<file path="src/rtl/dcache_axi_bridge_if.sv">
// -----------------------------------------------------------------------------
// dcache_axi_bridge_if
// Groups the data-cache request/acknowledge signals, the AXI4-Lite master
// channels and the error report of dcache_axi_bridge into one bundle.
//
// Modports:
//   master : the bridge side. Takes cache requests and AXI slave responses,
//            drives acknowledges, AXI request channels and error flags.
//   slave  : the environment side (cache plus AXI slave), the mirror image.
//
// Signal summary:
//   mem_addr/mem_rd/mem_wr/mem_wdata/mem_wstrb : cache request (level-held)
//   mem_rdata/mem_valid/mem_wr_done            : cache acknowledge
//   m_axi_aw*/m_axi_w*/m_axi_b*                : AXI4-Lite write channels
//   m_axi_ar*/m_axi_r*                         : AXI4-Lite read channels
//   bus_err/err_addr                           : error pulse and last bad address
// -----------------------------------------------------------------------------
interface dcache_axi_bridge_if;
   // Cache request side
   logic [31:0] mem_addr;
   logic        mem_rd;
   logic        mem_wr;
   logic [31:0] mem_wdata;
   logic [3:0]  mem_wstrb;
   logic [31:0] mem_rdata;
   logic        mem_valid;
   logic        mem_wr_done;

   // AW channel
   logic [31:0] m_axi_awaddr;
   logic [2:0]  m_axi_awprot;
   logic        m_axi_awvalid;
   logic        m_axi_awready;

   // W channel
   logic [31:0] m_axi_wdata;
   logic [3:0]  m_axi_wstrb;
   logic        m_axi_wvalid;
   logic        m_axi_wready;

   // B channel
   logic [1:0]  m_axi_bresp;
   logic        m_axi_bvalid;
   logic        m_axi_bready;

   // AR channel
   logic [31:0] m_axi_araddr;
   logic [2:0]  m_axi_arprot;
   logic        m_axi_arvalid;
   logic        m_axi_arready;

   // R channel
   logic [31:0] m_axi_rdata;
   logic [1:0]  m_axi_rresp;
   logic        m_axi_rvalid;
   logic        m_axi_rready;

   // Error report
   logic        bus_err;
   logic [31:0] err_addr;

   modport master (
      input  mem_addr, mem_rd, mem_wr, mem_wdata, mem_wstrb,
      output mem_rdata, mem_valid, mem_wr_done,
      output m_axi_awaddr, m_axi_awprot, m_axi_awvalid,
      input  m_axi_awready,
      output m_axi_wdata, m_axi_wstrb, m_axi_wvalid,
      input  m_axi_wready,
      input  m_axi_bresp, m_axi_bvalid,
      output m_axi_bready,
      output m_axi_araddr, m_axi_arprot, m_axi_arvalid,
      input  m_axi_arready,
      input  m_axi_rdata, m_axi_rresp, m_axi_rvalid,
      output m_axi_rready,
      output bus_err, err_addr
   );

   modport slave (
      output mem_addr, mem_rd, mem_wr, mem_wdata, mem_wstrb,
      input  mem_rdata, mem_valid, mem_wr_done,
      input  m_axi_awaddr, m_axi_awprot, m_axi_awvalid,
      output m_axi_awready,
      input  m_axi_wdata, m_axi_wstrb, m_axi_wvalid,
      output m_axi_wready,
      output m_axi_bresp, m_axi_bvalid,
      input  m_axi_bready,
      input  m_axi_araddr, m_axi_arprot, m_axi_arvalid,
      output m_axi_arready,
      output m_axi_rdata, m_axi_rresp, m_axi_rvalid,
      input  m_axi_rready,
      input  bus_err, err_addr
   );
endinterface

</file>
<file path="src/rtl/dcache_axi_bridge.sv">
// -----------------------------------------------------------------------------
// dcache_axi_bridge
// Converts the data cache's level-held single-word read (line fill) and
// write-through requests into AXI4-Lite master transactions, one at a time.
// Each completed transaction produces a one-cycle acknowledge (mem_valid for
// reads, mem_wr_done for writes); a non-OKAY response additionally pulses
// bus_err with the acknowledge and records the address in err_addr.
//
// Ports:
//   clk   : system clock, rising edge
//   rst_n : asynchronous active-low reset
//   bus   : dcache_axi_bridge_if.master (cache request/ack, AXI4-Lite, errors)
//
// Every output is driven straight from a register.
// -----------------------------------------------------------------------------
module dcache_axi_bridge #(
   parameter logic [2:0] AXI_PROT = 3'b000
) (
   input  logic                   clk,
   input  logic                   rst_n,
   dcache_axi_bridge_if.master    bus
);

   typedef enum logic [2:0] {
      S_IDLE,
      S_WR,
      S_WR_RESP,
      S_WR_ACK,
      S_RD_ADDR,
      S_RD_DATA,
      S_RD_ACK
   } state_t;

   state_t      r_state,       w_state_nxt;

   logic [31:0] r_awaddr,      w_awaddr_nxt;
   logic        r_awvalid,     w_awvalid_nxt;
   logic [31:0] r_wdata,       w_wdata_nxt;
   logic [3:0]  r_wstrb,       w_wstrb_nxt;
   logic        r_wvalid,      w_wvalid_nxt;
   logic        r_bready,      w_bready_nxt;
   logic [31:0] r_araddr,      w_araddr_nxt;
   logic        r_arvalid,     w_arvalid_nxt;
   logic        r_rready,      w_rready_nxt;
   logic [31:0] r_mem_rdata,   w_mem_rdata_nxt;
   logic        r_mem_valid,   w_mem_valid_nxt;
   logic        r_mem_wr_done, w_mem_wr_done_nxt;
   logic        r_bus_err,     w_bus_err_nxt;
   logic [31:0] r_err_addr,    w_err_addr_nxt;

   // AW and W may complete in either order or together; these remember
   // which one has already handshaken.
   logic        r_aw_done,     w_aw_done_nxt;
   logic        r_w_done,      w_w_done_nxt;

   logic        w_aw_hs;
   logic        w_w_hs;
   logic        w_ar_hs;

   assign w_aw_hs = r_awvalid & bus.m_axi_awready;
   assign w_w_hs  = r_wvalid  & bus.m_axi_wready;
   assign w_ar_hs = r_arvalid & bus.m_axi_arready;

   // -------------------------------------------------------------------------
   // Next-state and next-output logic
   // -------------------------------------------------------------------------
   always_comb begin
      w_state_nxt       = r_state;
      w_awaddr_nxt      = r_awaddr;
      w_awvalid_nxt     = r_awvalid;
      w_wdata_nxt       = r_wdata;
      w_wstrb_nxt       = r_wstrb;
      w_wvalid_nxt      = r_wvalid;
      w_bready_nxt      = r_bready;
      w_araddr_nxt      = r_araddr;
      w_arvalid_nxt     = r_arvalid;
      w_rready_nxt      = r_rready;
      w_mem_rdata_nxt   = r_mem_rdata;
      w_mem_valid_nxt   = 1'b0;
      w_mem_wr_done_nxt = 1'b0;
      w_bus_err_nxt     = 1'b0;
      w_err_addr_nxt    = r_err_addr;
      w_aw_done_nxt     = r_aw_done;
      w_w_done_nxt      = r_w_done;

      unique case (r_state)
         S_IDLE: begin
            // Write wins when both requests are present.
            if (bus.mem_wr) begin
               w_awaddr_nxt  = bus.mem_addr;
               w_wdata_nxt   = bus.mem_wdata;
               w_wstrb_nxt   = bus.mem_wstrb;
               w_awvalid_nxt = 1'b1;
               w_wvalid_nxt  = 1'b1;
               w_aw_done_nxt = 1'b0;
               w_w_done_nxt  = 1'b0;
               w_state_nxt   = S_WR;
            end else if (bus.mem_rd) begin
               w_araddr_nxt  = bus.mem_addr;
               w_arvalid_nxt = 1'b1;
               w_state_nxt   = S_RD_ADDR;
            end
         end

         S_WR: begin
            if (w_aw_hs) begin
               w_awvalid_nxt = 1'b0;
               w_aw_done_nxt = 1'b1;
            end
            if (w_w_hs) begin
               w_wvalid_nxt = 1'b0;
               w_w_done_nxt = 1'b1;
            end
            if ((r_aw_done || w_aw_hs) && (r_w_done || w_w_hs)) begin
               w_aw_done_nxt = 1'b0;
               w_w_done_nxt  = 1'b0;
               w_bready_nxt  = 1'b1;
               w_state_nxt   = S_WR_RESP;
            end
         end

         S_WR_RESP: begin
            if (bus.m_axi_bvalid) begin
               w_bready_nxt      = 1'b0;
               w_mem_wr_done_nxt = 1'b1;
               if (bus.m_axi_bresp != 2'b00) begin
                  w_bus_err_nxt  = 1'b1;
                  w_err_addr_nxt = r_awaddr;
               end
               w_state_nxt = S_WR_ACK;
            end
         end

         // mem_wr is still held here; returning to idle without sampling it
         // prevents a duplicate write.
         S_WR_ACK: begin
            w_state_nxt = S_IDLE;
         end

         S_RD_ADDR: begin
            if (w_ar_hs) begin
               w_arvalid_nxt = 1'b0;
               w_rready_nxt  = 1'b1;
               w_state_nxt   = S_RD_DATA;
            end
         end

         S_RD_DATA: begin
            if (bus.m_axi_rvalid) begin
               // Data is forwarded unchanged even on an error response.
               w_mem_rdata_nxt = bus.m_axi_rdata;
               w_rready_nxt    = 1'b0;
               w_mem_valid_nxt = 1'b1;
               if (bus.m_axi_rresp != 2'b00) begin
                  w_bus_err_nxt  = 1'b1;
                  w_err_addr_nxt = r_araddr;
               end
               w_state_nxt = S_RD_ACK;
            end
         end

         S_RD_ACK: begin
            w_state_nxt = S_IDLE;
         end

         default: begin
            w_state_nxt = S_IDLE;
         end
      endcase
   end

   // -------------------------------------------------------------------------
   // State and output registers
   // -------------------------------------------------------------------------
   always_ff @(posedge clk or negedge rst_n) begin
      if (!rst_n) begin
         r_state       <= S_IDLE;
         r_awaddr      <= 32'h0;
         r_awvalid     <= 1'b0;
         r_wdata       <= 32'h0;
         r_wstrb       <= 4'h0;
         r_wvalid      <= 1'b0;
         r_bready      <= 1'b0;
         r_araddr      <= 32'h0;
         r_arvalid     <= 1'b0;
         r_rready      <= 1'b0;
         r_mem_rdata   <= 32'h0;
         r_mem_valid   <= 1'b0;
         r_mem_wr_done <= 1'b0;
         r_bus_err     <= 1'b0;
         r_err_addr    <= 32'h0;
         r_aw_done     <= 1'b0;
         r_w_done      <= 1'b0;
      end else begin
         r_state       <= w_state_nxt;
         r_awaddr      <= w_awaddr_nxt;
         r_awvalid     <= w_awvalid_nxt;
         r_wdata       <= w_wdata_nxt;
         r_wstrb       <= w_wstrb_nxt;
         r_wvalid      <= w_wvalid_nxt;
         r_bready      <= w_bready_nxt;
         r_araddr      <= w_araddr_nxt;
         r_arvalid     <= w_arvalid_nxt;
         r_rready      <= w_rready_nxt;
         r_mem_rdata   <= w_mem_rdata_nxt;
         r_mem_valid   <= w_mem_valid_nxt;
         r_mem_wr_done <= w_mem_wr_done_nxt;
         r_bus_err     <= w_bus_err_nxt;
         r_err_addr    <= w_err_addr_nxt;
         r_aw_done     <= w_aw_done_nxt;
         r_w_done      <= w_w_done_nxt;
      end
   end

   // -------------------------------------------------------------------------
   // Output drive
   // -------------------------------------------------------------------------
   assign bus.m_axi_awaddr  = r_awaddr;
   assign bus.m_axi_awprot  = AXI_PROT;
   assign bus.m_axi_awvalid = r_awvalid;
   assign bus.m_axi_wdata   = r_wdata;
   assign bus.m_axi_wstrb   = r_wstrb;
   assign bus.m_axi_wvalid  = r_wvalid;
   assign bus.m_axi_bready  = r_bready;
   assign bus.m_axi_araddr  = r_araddr;
   assign bus.m_axi_arprot  = AXI_PROT;
   assign bus.m_axi_arvalid = r_arvalid;
   assign bus.m_axi_rready  = r_rready;
   assign bus.mem_rdata     = r_mem_rdata;
   assign bus.mem_valid     = r_mem_valid;
   assign bus.mem_wr_done   = r_mem_wr_done;
   assign bus.bus_err       = r_bus_err;
   assign bus.err_addr      = r_err_addr;

endmodule

</file>
<file path="src/flat_wrapper.sv">
// flat-port wrapper written by rule: the top's interface ports become plain ports
module dcache_axi_bridge_flat 
#(
   parameter logic [2:0] AXI_PROT = 3'b000
)
  (clk, rst_n, bus_mem_addr, bus_mem_rd, bus_mem_wr, bus_mem_wdata, bus_mem_wstrb, bus_mem_rdata, bus_mem_valid, bus_mem_wr_done, bus_m_axi_awaddr, bus_m_axi_awprot, bus_m_axi_awvalid, bus_m_axi_awready, bus_m_axi_wdata, bus_m_axi_wstrb, bus_m_axi_wvalid, bus_m_axi_wready, bus_m_axi_bresp, bus_m_axi_bvalid, bus_m_axi_bready, bus_m_axi_araddr, bus_m_axi_arprot, bus_m_axi_arvalid, bus_m_axi_arready, bus_m_axi_rdata, bus_m_axi_rresp, bus_m_axi_rvalid, bus_m_axi_rready, bus_bus_err, bus_err_addr);
  dcache_axi_bridge_if bus_i ();
  input  logic clk;
  input  logic rst_n;
  input wire logic [$bits(bus_i.mem_addr)-1:0] bus_mem_addr;
  input wire logic [$bits(bus_i.mem_rd)-1:0] bus_mem_rd;
  input wire logic [$bits(bus_i.mem_wr)-1:0] bus_mem_wr;
  input wire logic [$bits(bus_i.mem_wdata)-1:0] bus_mem_wdata;
  input wire logic [$bits(bus_i.mem_wstrb)-1:0] bus_mem_wstrb;
  output wire logic [$bits(bus_i.mem_rdata)-1:0] bus_mem_rdata;
  output wire logic [$bits(bus_i.mem_valid)-1:0] bus_mem_valid;
  output wire logic [$bits(bus_i.mem_wr_done)-1:0] bus_mem_wr_done;
  output wire logic [$bits(bus_i.m_axi_awaddr)-1:0] bus_m_axi_awaddr;
  output wire logic [$bits(bus_i.m_axi_awprot)-1:0] bus_m_axi_awprot;
  output wire logic [$bits(bus_i.m_axi_awvalid)-1:0] bus_m_axi_awvalid;
  input wire logic [$bits(bus_i.m_axi_awready)-1:0] bus_m_axi_awready;
  output wire logic [$bits(bus_i.m_axi_wdata)-1:0] bus_m_axi_wdata;
  output wire logic [$bits(bus_i.m_axi_wstrb)-1:0] bus_m_axi_wstrb;
  output wire logic [$bits(bus_i.m_axi_wvalid)-1:0] bus_m_axi_wvalid;
  input wire logic [$bits(bus_i.m_axi_wready)-1:0] bus_m_axi_wready;
  input wire logic [$bits(bus_i.m_axi_bresp)-1:0] bus_m_axi_bresp;
  input wire logic [$bits(bus_i.m_axi_bvalid)-1:0] bus_m_axi_bvalid;
  output wire logic [$bits(bus_i.m_axi_bready)-1:0] bus_m_axi_bready;
  output wire logic [$bits(bus_i.m_axi_araddr)-1:0] bus_m_axi_araddr;
  output wire logic [$bits(bus_i.m_axi_arprot)-1:0] bus_m_axi_arprot;
  output wire logic [$bits(bus_i.m_axi_arvalid)-1:0] bus_m_axi_arvalid;
  input wire logic [$bits(bus_i.m_axi_arready)-1:0] bus_m_axi_arready;
  input wire logic [$bits(bus_i.m_axi_rdata)-1:0] bus_m_axi_rdata;
  input wire logic [$bits(bus_i.m_axi_rresp)-1:0] bus_m_axi_rresp;
  input wire logic [$bits(bus_i.m_axi_rvalid)-1:0] bus_m_axi_rvalid;
  output wire logic [$bits(bus_i.m_axi_rready)-1:0] bus_m_axi_rready;
  output wire logic [$bits(bus_i.bus_err)-1:0] bus_bus_err;
  output wire logic [$bits(bus_i.err_addr)-1:0] bus_err_addr;
  assign bus_i.mem_addr = bus_mem_addr;
  assign bus_i.mem_rd = bus_mem_rd;
  assign bus_i.mem_wr = bus_mem_wr;
  assign bus_i.mem_wdata = bus_mem_wdata;
  assign bus_i.mem_wstrb = bus_mem_wstrb;
  assign bus_mem_rdata = bus_i.mem_rdata;
  assign bus_mem_valid = bus_i.mem_valid;
  assign bus_mem_wr_done = bus_i.mem_wr_done;
  assign bus_m_axi_awaddr = bus_i.m_axi_awaddr;
  assign bus_m_axi_awprot = bus_i.m_axi_awprot;
  assign bus_m_axi_awvalid = bus_i.m_axi_awvalid;
  assign bus_i.m_axi_awready = bus_m_axi_awready;
  assign bus_m_axi_wdata = bus_i.m_axi_wdata;
  assign bus_m_axi_wstrb = bus_i.m_axi_wstrb;
  assign bus_m_axi_wvalid = bus_i.m_axi_wvalid;
  assign bus_i.m_axi_wready = bus_m_axi_wready;
  assign bus_i.m_axi_bresp = bus_m_axi_bresp;
  assign bus_i.m_axi_bvalid = bus_m_axi_bvalid;
  assign bus_m_axi_bready = bus_i.m_axi_bready;
  assign bus_m_axi_araddr = bus_i.m_axi_araddr;
  assign bus_m_axi_arprot = bus_i.m_axi_arprot;
  assign bus_m_axi_arvalid = bus_i.m_axi_arvalid;
  assign bus_i.m_axi_arready = bus_m_axi_arready;
  assign bus_i.m_axi_rdata = bus_m_axi_rdata;
  assign bus_i.m_axi_rresp = bus_m_axi_rresp;
  assign bus_i.m_axi_rvalid = bus_m_axi_rvalid;
  assign bus_m_axi_rready = bus_i.m_axi_rready;
  assign bus_bus_err = bus_i.bus_err;
  assign bus_err_addr = bus_i.err_addr;
  dcache_axi_bridge #(.AXI_PROT(AXI_PROT)) u_core (.clk(clk), .rst_n(rst_n), .bus(bus_i));
endmodule
</file>
<file path="config.mk">
export PLATFORM = sky130hd
export DESIGN_NAME = dcache_axi_bridge_flat
export DESIGN_NICKNAME = d
export VERILOG_FILES = /design/src/rtl/dcache_axi_bridge_if.sv /design/src/rtl/dcache_axi_bridge.sv /design/src/flat_wrapper.sv
export SDC_FILE = /design/constraint.sdc
export NUM_CORES = 1
export LEC_CHECK = 0
export ABC_AREA = 1
export CAP_MARGIN = 20
export CORE_MARGIN = 4
export CORE_UTILIZATION = 39
export CTS_BUF_LIST = sky130_fd_sc_hd__clkbuf_16
export DETAILED_ROUTE_END_ITERATION = 8
export PLACE_DENSITY_LB_ADDON = 0.25
export SYNTH_ARGS = -nofsm -noshare
export SYNTH_HDL_FRONTEND = slang
export SYNTH_SLANG_ARGS = --single-unit
</file>
<file path="constraint.sdc">
create_clock -name clk -period 1.4 [get_ports clk]
set_input_delay 0.28 -clock clk [delete_from_list [all_inputs] [get_ports clk]]
set_output_delay 0.28 -clock clk [all_outputs]
set_load 0.02 [all_outputs]
</file>
==> summary.md, run 1 <==
| Metric | Value |
|---|---|
| Int Pwr | `16.7 mW` |
| Post-synth top area share | `0.603` |
| Clk sinks | `177` |
| Top cells by count, synth | `369 x nand2_1, 177 x dfrtp_1, 74 x inv_1, 67 x o21ai_0, 41 x nand3_1` |
| Setup total negative slack | `-13.98 ns` |
| Routed wire length | `25700 um` |
| Arrival time at the worst endpoint | `1.85 ns` |
| Placeable Area | `0.0183 mm^2` |
| Switch share | `0.421` |
| Critical Path End Type | `flip-flop` |
| Top Ports | `291` |
| TritonCTS buffer count | `17` |
| Final worst-path cycle share | `1.10` |
| # fillers | `1507` |
| Minimum clock period | `1.54 ns` |
| CP Max Fanout | `8` |
| CP Launch Point | `u_core.r_state[1]` |
| DR iter-0 viols | `373` |
| Sequential standard cell area | `0.00443 mm^2` |
| GPL Wtd Cong | `0.822` |
| Max-cap violations | `0` |
| CP max stage delay | `0.40 ns` |
| Pwr/cell area | `2340 mW/mm^2` |
| Setup Skew | `0.00934 ns` |
| CP max stage cell | `dfrtp_1` |
| RSZ-0062 raised after global routing | `true` |
| CTS tree | `yes` |
| Part of the power in registers | `0.312` |
| Root Driver | `clkbuf_16` |
| Primary FF master, synth | `dfrtp_1` |
| Status | `finished, violations left` |
| Synth area leaders | `dfrtp_1 60%, nand2_1 19%, o21ai_0 4.6%, inv_1 3.8%, nand3_1 2.8%` |
| Most frequent cell after synthesis | `nand2_1` |
| Combinational power share | `0.503` |
| Initial cell density of the core | `0.402` |
| Req. time, crit path | `1.72 ns` |
| Clock Latency Late Sink | `0.42 ns` |
| Initial antenna violation count | `0` |
| Synthesized area per cell | `8.45 um^2` |
| Finish-stage setup viols | `141` |
| Post-synth top area cell | `dfrtp_1` |
| Syn. warnings | `0` |
| Yosys reg bits | `177` |
| # rows | `49` |
| Layout cells sized above 1 | `0.344` |
| Seq/Total Area, Yosys | `0.603` |
| Slew margin rel. | `0.659` |
| Clock transition at path regs | `0.07 ns` |
| Pleak | `6.39 nW` |
| Post-synth EDFFs | `0` |
| R2r startpoint | `u_core.r_state[1]` |
| Total track usage | `0.211` |
| Peak VDD IR | `1120 uV` |
| Pwr Total | `28.8 mW` |
| Wire per inst | `17.6 um` |
| Nets | `1332` |
| ANT nets after route | `0` |
| Area of the multi-input gates | `0.00286 mm^2` |
| Maximum clock insertion buffer count | `2` |
| First-pass GRT wire length | `36100 um` |
| H-Tree Level Count | `4` |
| Upper clock frequency limit | `650 MHz` |
| Mapped cell area | `0.00734 mm^2` |
| Largest net degree at the start of global routing | `92` |
| Setup Crit Path Kind | `reg -> reg` |
| CP Cell Sequence | `buf_6 -> nor2_4 -> nand2_2 -> nor2_4 -> buf_12 -> inv_16 -> clkbuf_16 -> nand2_1 -> nand2_1` |
| Die width | `145 um` |
| Final worst setup slack | `-0.139 ns` |
| Count of final max-slew check failures | `0` |
| Vias in the first global route | `6668` |
| DP Wirelength | `15500 um` |
| Measured slew at the worst slew-check pin | `0.512 ns` |
| Asr flop ratio synth | `1.00` |
| Grt ovf | `0` |
| Vias per std cell | `4.83` |
| Antenna cells | `0` |
| Post-synth cell types | `22` |
| Critical path launch point type | `flip-flop` |
| Failing checks | `negative setup slack` |
| DR vias | `7053` |
| Cells after Synth | `869` |
| Hold crit path type | `in -> async` |
| Port Buffers | `284` |
| 1st-pass router iterations | `5` |
| Area Growth Syn to Fin | `67.1%` |
| Final Hold Fails | `0` |
| Power share of the clock group | `0.185` |
| DR DRC count | `0` |
| Die Ht | `145 um` |
| Die area | `0.0211 mm^2` |
| Switch Pwr | `12.1 mW` |
## area by class of cell
type | count | area share
clock buffer | 17 | 0.0347
clock inverter | 15 | 0.0185
multi-input combinational | 570 | 0.233
tap | 229 | 0.0233
sequential | 177 | 0.361
timing repair buffer | 376 | 0.305
inverter | 77 | 0.0249
## stage by stage
stage	worst slack (ns)	hold WS, ns	utilization	instance area [um^2]	cells
floorplan	-0.0171	-0.0156	-	7360	874
global placement	-0.218	0.0680	0.587	10700	1383
detailed placement	-0.251	0.0699	0.587	10700	1383
CTS	-0.0810	0.188	0.638	11600	1425
global route	-0.209	0.193	0.672	12300	1461
finish	-0.139	0.203	0.672	12300	1461
## worst max-delay path, delay by kind of cell, from the launching register on
kind                   cells  cell delay [ns]
and+or+nand+nor            5             0.47
buffers and inverters      4             0.55
DFF                        1             0.40
## kinds of logic (layout without fill, tap and decap cells)
logic type	count (synthesis)	count (layout)	share of synthesized area
simple gates	458	458	0.246
flops	177	177	0.603
buf+inv	127	485	0.0760
compound gates	106	106	0.0741
other cells	1	6	0.000511
## power by group through the flow
stage	clock (mW)	combinational, mW	sequential (mW)
after floorplan	0	3.91	11.5
after global placement	0	13.3	8.85
after detailed placement	0	13.5	8.90
after CTS	5.40	13.0	8.87
after global routing	5.63	15.6	9.24
final	5.32	14.5	8.98
## sequential cells by signal, summed over array words and instances, names as in the netlist
register / count
u_core.bus.err_addr: 32
u_core.bus.m_axi_araddr: 32
u_core.bus.m_axi_awaddr: 32
u_core.bus.m_axi_wdata: 32
u_core.bus.mem_rdata: 32
u_core.bus.m_axi_wstrb: 4
u_core.r_state: 3
u_core.bus.bus_err: 1
u_core.bus.m_axi_arvalid: 1
u_core.bus.m_axi_awvalid: 1
u_core.bus.m_axi_bready: 1
u_core.bus.m_axi_rready: 1
u_core.bus.m_axi_wvalid: 1
u_core.bus.mem_valid: 1
u_core.bus.mem_wr_done: 1
u_core.r_aw_done: 1
u_core.r_w_done: 1
## cell usage in the layout, fill, tap and decap left out, types with 34 or more instances in the layout
cell type / synthesis / final
a21oi_1: 34 / 34
buf_2: 23 / 49
buf_4: 8 / 34
clkbuf_16: 0 / 34
clkbuf_2: 0 / 55
clkdlybuf4s15_2: 0 / 63
clkdlybuf4s50_1: 0 / 111
dfrtp_1: 177 / 177
inv_1: 74 / 72
nand2_1: 369 / 272
nand2_2: 0 / 76
nand3_1: 41 / 36
nor2_1: 38 / 35
## repair_timing
| action | CTS | global route |
|---|---|---|
| endpoints found under the hold margin | 177 | 0 |
| pin swaps | 0 | 22 |
| gates resized for setup | 487 | 302 |
| endpoints found under the setup margin | 307 | 272 |
| cloned | 2 | 28 |
| buffers inserted | 7 | 9 |
| hold buffers | 1 | 0 |
## layer usage
metal / wire length (um) / share of wire / global-route usage / vias up
met4: 406 / 0.016 / 0.0546 / 0
met2: 12800 / 0.50 / 0.357 / 246
met1: 10700 / 0.42 / 0.268 / 3386
li1: - / - / - / 3387
met5: 0 / 0 / 0 / -
met3: 1670 / 0.065 / 0.0586 / 34
## final timing paths
kind / end / slack [ns] / cells past startpoint
hold / removal: u_core.bus.m_axi_awaddr[10] / 0.20 / 2
hold reg to reg: u_core.bus.mem_rdata[29] / 0.47 / 2
min in group clk: u_core.bus.m_axi_wdata[14] / 0.38 / 3
max in group asynchronous: u_core.bus.err_addr[28] / 0.51 / 3
setup / recovery: u_core.bus.m_axi_wdata[5] / -0.14 / 9
setup reg to reg: u_core.bus.m_axi_wdata[5] / -0.14 / 9
Note: power is estimated with default switching activity, not from simulation.
==> inputs of run 2 (changes only) <==
CORE_MARGIN = 2   (was 4)
CTS_CLUSTER_SIZE = 24   (was default)
MAX_ROUTING_LAYER = met4   (was default)
==> run 2 against run 1 <==
  * Critical endpoint is now u_core.bus.m_axi_wdata[24]
  * Power shrank 5.5%
  * First-iteration DRC count shrank 16%
  * Wire length shrank 5.4%
  * The run still ends with negative setup slack left
  * Largest power group unchanged
  * Global-route usage grew 2.1 points
  * Register-to-register slack gained 0.02 ns
  * Die area shrank 5.4%
  * Final area shrank 4.3%
  * Sequential share of layout area grew 1.7 points
  * Combinational power shrank 6%
  * Clock skew shrank 0.0012 ns
  * Critical path depth is the same
  * Cell count shrank 0.21%
==> summary.md, run 2 (synthesized netlist as in run 1, its figures left out) <==
| Metric | Value |
|---|---|
| CTS tree | `yes` |
| Combinational power share | `0.499 (-0.004)` |
| Clk sinks | `177 (unchanged)` |
| Area Growth Syn to Fin | `59.9%` |
| Int Pwr | `15.7 mW (-5.9%)` |
| Clock Latency Late Sink | `0.43 ns (about the same)` |
| Final worst-path cycle share | `1.08 (-0.0144)` |
| Critical Path End Type | `flip-flop` |
| Req. time, crit path | `1.76 ns (+0.04 ns)` |
| Minimum clock period | `1.52 ns (-0.0201 ns)` |
| DP Wirelength | `14800 um (-4.5%)` |
| DR DRC count | `0 (unchanged)` |
| Most common cell after layout, fill and taps aside | `nand2_1` |
| Die Ht | `141 um (-2.8%)` |
| # rows | `50 (+2.0%)` |
| Post-Layout Cell Count | `1458 (-0.21%)` |
| Die width | `141 um (-2.8%)` |
| Port Buffers | `284 (unchanged)` |
| Buf/Inv on CP | `4 (unchanged)` |
| Max-cap violations | `0 (unchanged)` |
| Nets | `1324 (-0.60%)` |
| GPL Wtd Cong | `0.826 (+0.55%)` |
| H-Tree Level Count | `4 (unchanged)` |
| Total track usage | `0.231 (+0.0205)` |
| Setup Crit Path Kind | `reg -> reg` |
| Switch share | `0.423 (+0.00215)` |
| CP Max Fanout | `13 (+5)` |
| 1st-pass router iterations | `4 (-1)` |
| Routed wire length | `24300 um (-5.4%)` |
| Area of the multi-input gates | `0.00260 mm^2 (-9.0%)` |
| Antenna cells | `0 (unchanged)` |
| DR vias | `6936 (-1.7%)` |
| Arrival time at the worst endpoint | `1.88 ns (+0.03 ns)` |
| Critical path launch point type | `flip-flop` |
| Grt ovf | `0 (unchanged)` |
| Post-layout util | `0.632 (-0.0396)` |
| Clock transition at path regs | `0.07 ns (about the same)` |
| Setup Skew | `0.00810 ns (-0.00124 ns)` |
| Inst Count DP | `1390 (+0.51%)` |
| CP max stage delay | `0.45 ns (+0.05 ns)` |
| RSZ-0062 raised after global routing | `true` |
| # fillers | `1625 (+7.8%)` |
| Failing checks | `negative setup slack` |
| Switch Pwr | `11.5 mW (-5.0%)` |
| Sequential standard cell area | `0.00443 mm^2 (about the same)` |
| Final worst setup slack | `-0.119 ns (+0.0201 ns)` |
| CP max stage cell | `dfrtp_2` |
| Instance count on the critical path | `9 (unchanged)` |
| R2R depth | `9 (unchanged)` |
| Top Ports | `291 (unchanged)` |
| Hold crit path type | `in -> async` |
| Root Driver | `clkbuf_16` |
| Layout cells sized above 1 | `0.284 (-0.0598)` |
| Finish-stage setup viols | `122 (-13%)` |
| DR iter-0 viols | `312 (-16%)` |
| Die area | `0.0199 mm^2 (-5.4%)` |
| Vias per std cell | `4.76 (-1.5%)` |
| Most frequent cell on the critical path | `buf_12` |
| Part of the power in registers | `0.329 (+0.017)` |
| Initial cell density of the core | `0.395 (-0.00671)` |
| Count of final max-slew check failures | `0 (unchanged)` |
| Final Hold Fails | `0 (unchanged)` |
| Initial antenna violation count | `0 (unchanged)` |
| First-pass GRT wire length | `35100 um (-2.9%)` |
| Peak VDD IR | `1210 uV (+8.0%)` |
| Largest net degree at the start of global routing | `51 (-45%)` |
| Most frequent cells in the layout | `328 x nand2_1, 174 x dfrtp_1, 111 x clkdlybuf4s50_1` |
| TritonCTS buffer count | `17 (unchanged)` |
| Status | `finished, violations left` |
| Wire per inst | `16.6 um (-5.2%)` |
| Maximum clock insertion buffer count | `2 (unchanged)` |
| Placeable Area | `0.0186 mm^2 (+1.7%)` |
| CP Cell Sequence | `buf_6 -> nor2_4 -> nand2_2 -> nor2_4 -> buf_12 -> buf_12 -> buf_12 -> nand2_1 -> nand2_1` |
| Pwr/cell area | `2320 mW/mm^2 (-1.3%)` |
| Pwr Total | `27.2 mW (-5.5%)` |
| ANT nets after route | `0 (unchanged)` |
| Vias in the first global route | `6837 (+2.5%)` |
| Upper clock frequency limit | `658 MHz (+1.3%)` |
| Crit path max-delay family | `buffers and inverters` |
| Final hold slack | `0.319 ns (+0.116 ns)` |
| Pleak | `6.14 nW (-3.9%)` |
| Power share of the clock group | `0.172 (-0.013)` |
==> run 2: changes by cell type in the layout (fill, tap and decap cells not counted), sizes merged <==
cell / change
bufinv: -3
inv: -2
clkdlybuf4s15: -9
buf: -10
clkinv: +5
clkbuf: +11
==> run 2: power groups by stage <==
stage	clock, mW	sequential, mW	combinational (mW)
2_1_floorplan	0	11.5	3.91
4_1_cts	4.75	8.88	13.1
5_1_grt	4.97	9.21	14.7
3_5_place_dp	0	8.91	13.4
3_3_place_gp	0	8.87	13.2
6_report	4.67	8.94	13.6
==> run 2: worst paths after layout <==
path                                      startpoint                           to  slack, ns
max                                u_core.r_state[1]   u_core.bus.m_axi_wdata[24]      -0.12
min                                            rst_n   u_core.bus.m_axi_araddr[4]       0.32
max reg2reg                        u_core.r_state[1]   u_core.bus.m_axi_wdata[24]      -0.12
min reg2reg                u_core.bus.m_axi_wstrb[2]    u_core.bus.m_axi_wstrb[2]       0.47
max in group asynchronous                      rst_n  u_core.bus.m_axi_araddr[16]       0.53
min in group clk                 bus_m_axi_rdata[24]     u_core.bus.mem_rdata[24]       0.39
==> run 2: metal layers <==
metal,track usage,vias to the layer above,routed length [um]
met3,0.0666,27,1680
met5,-,-,0
met2,0.378,238,11900
li1,-,3366,-
met1,0.281,3305,10200
met4,0.0658,0,389
==> run 2: repair_timing <==
item / in CTS / in global routing
pin swaps: 3 / 9
cloned: 4 / 15
setup buffers: 9 / 7
hold endpoints to repair: 28 / 0
resized for setup: 454 / 226
hold buffers: 1 / 0
endpoints found under the setup margin: 342 / 283
==> run 2: cell type report <==
class / count / share of cell area
Sequential cell: 177 / 0.377
Timing Repair Buffer: 368 / 0.303
Multi-Input combinational cell: 570 / 0.221
Clock buffer: 17 / 0.0362
Inverter: 77 / 0.0252
Tap cell: 234 / 0.0249
Clock inverter: 15 / 0.0120
==> run 2: per-stage QoR <==
step	setup slack [ns]	setup TNS [ns]	area, um^2
6_report	-0.119	-6.81	11700
5_1_grt	-0.158	-16.51	11700
4_1_cts	-0.0922	-8.10	11700
3_5_place_dp	-0.245	-30.46	10800
3_3_place_gp	-0.220	-28.76	10800
2_1_floorplan	-0.0171	-0.342	7360
==> inputs of run 3 (changes only) <==
SLEW_MARGIN = 20   (was default)
==> results of run 3 <==
The final DEF is identical to that of run 2; final timing and power are the same.
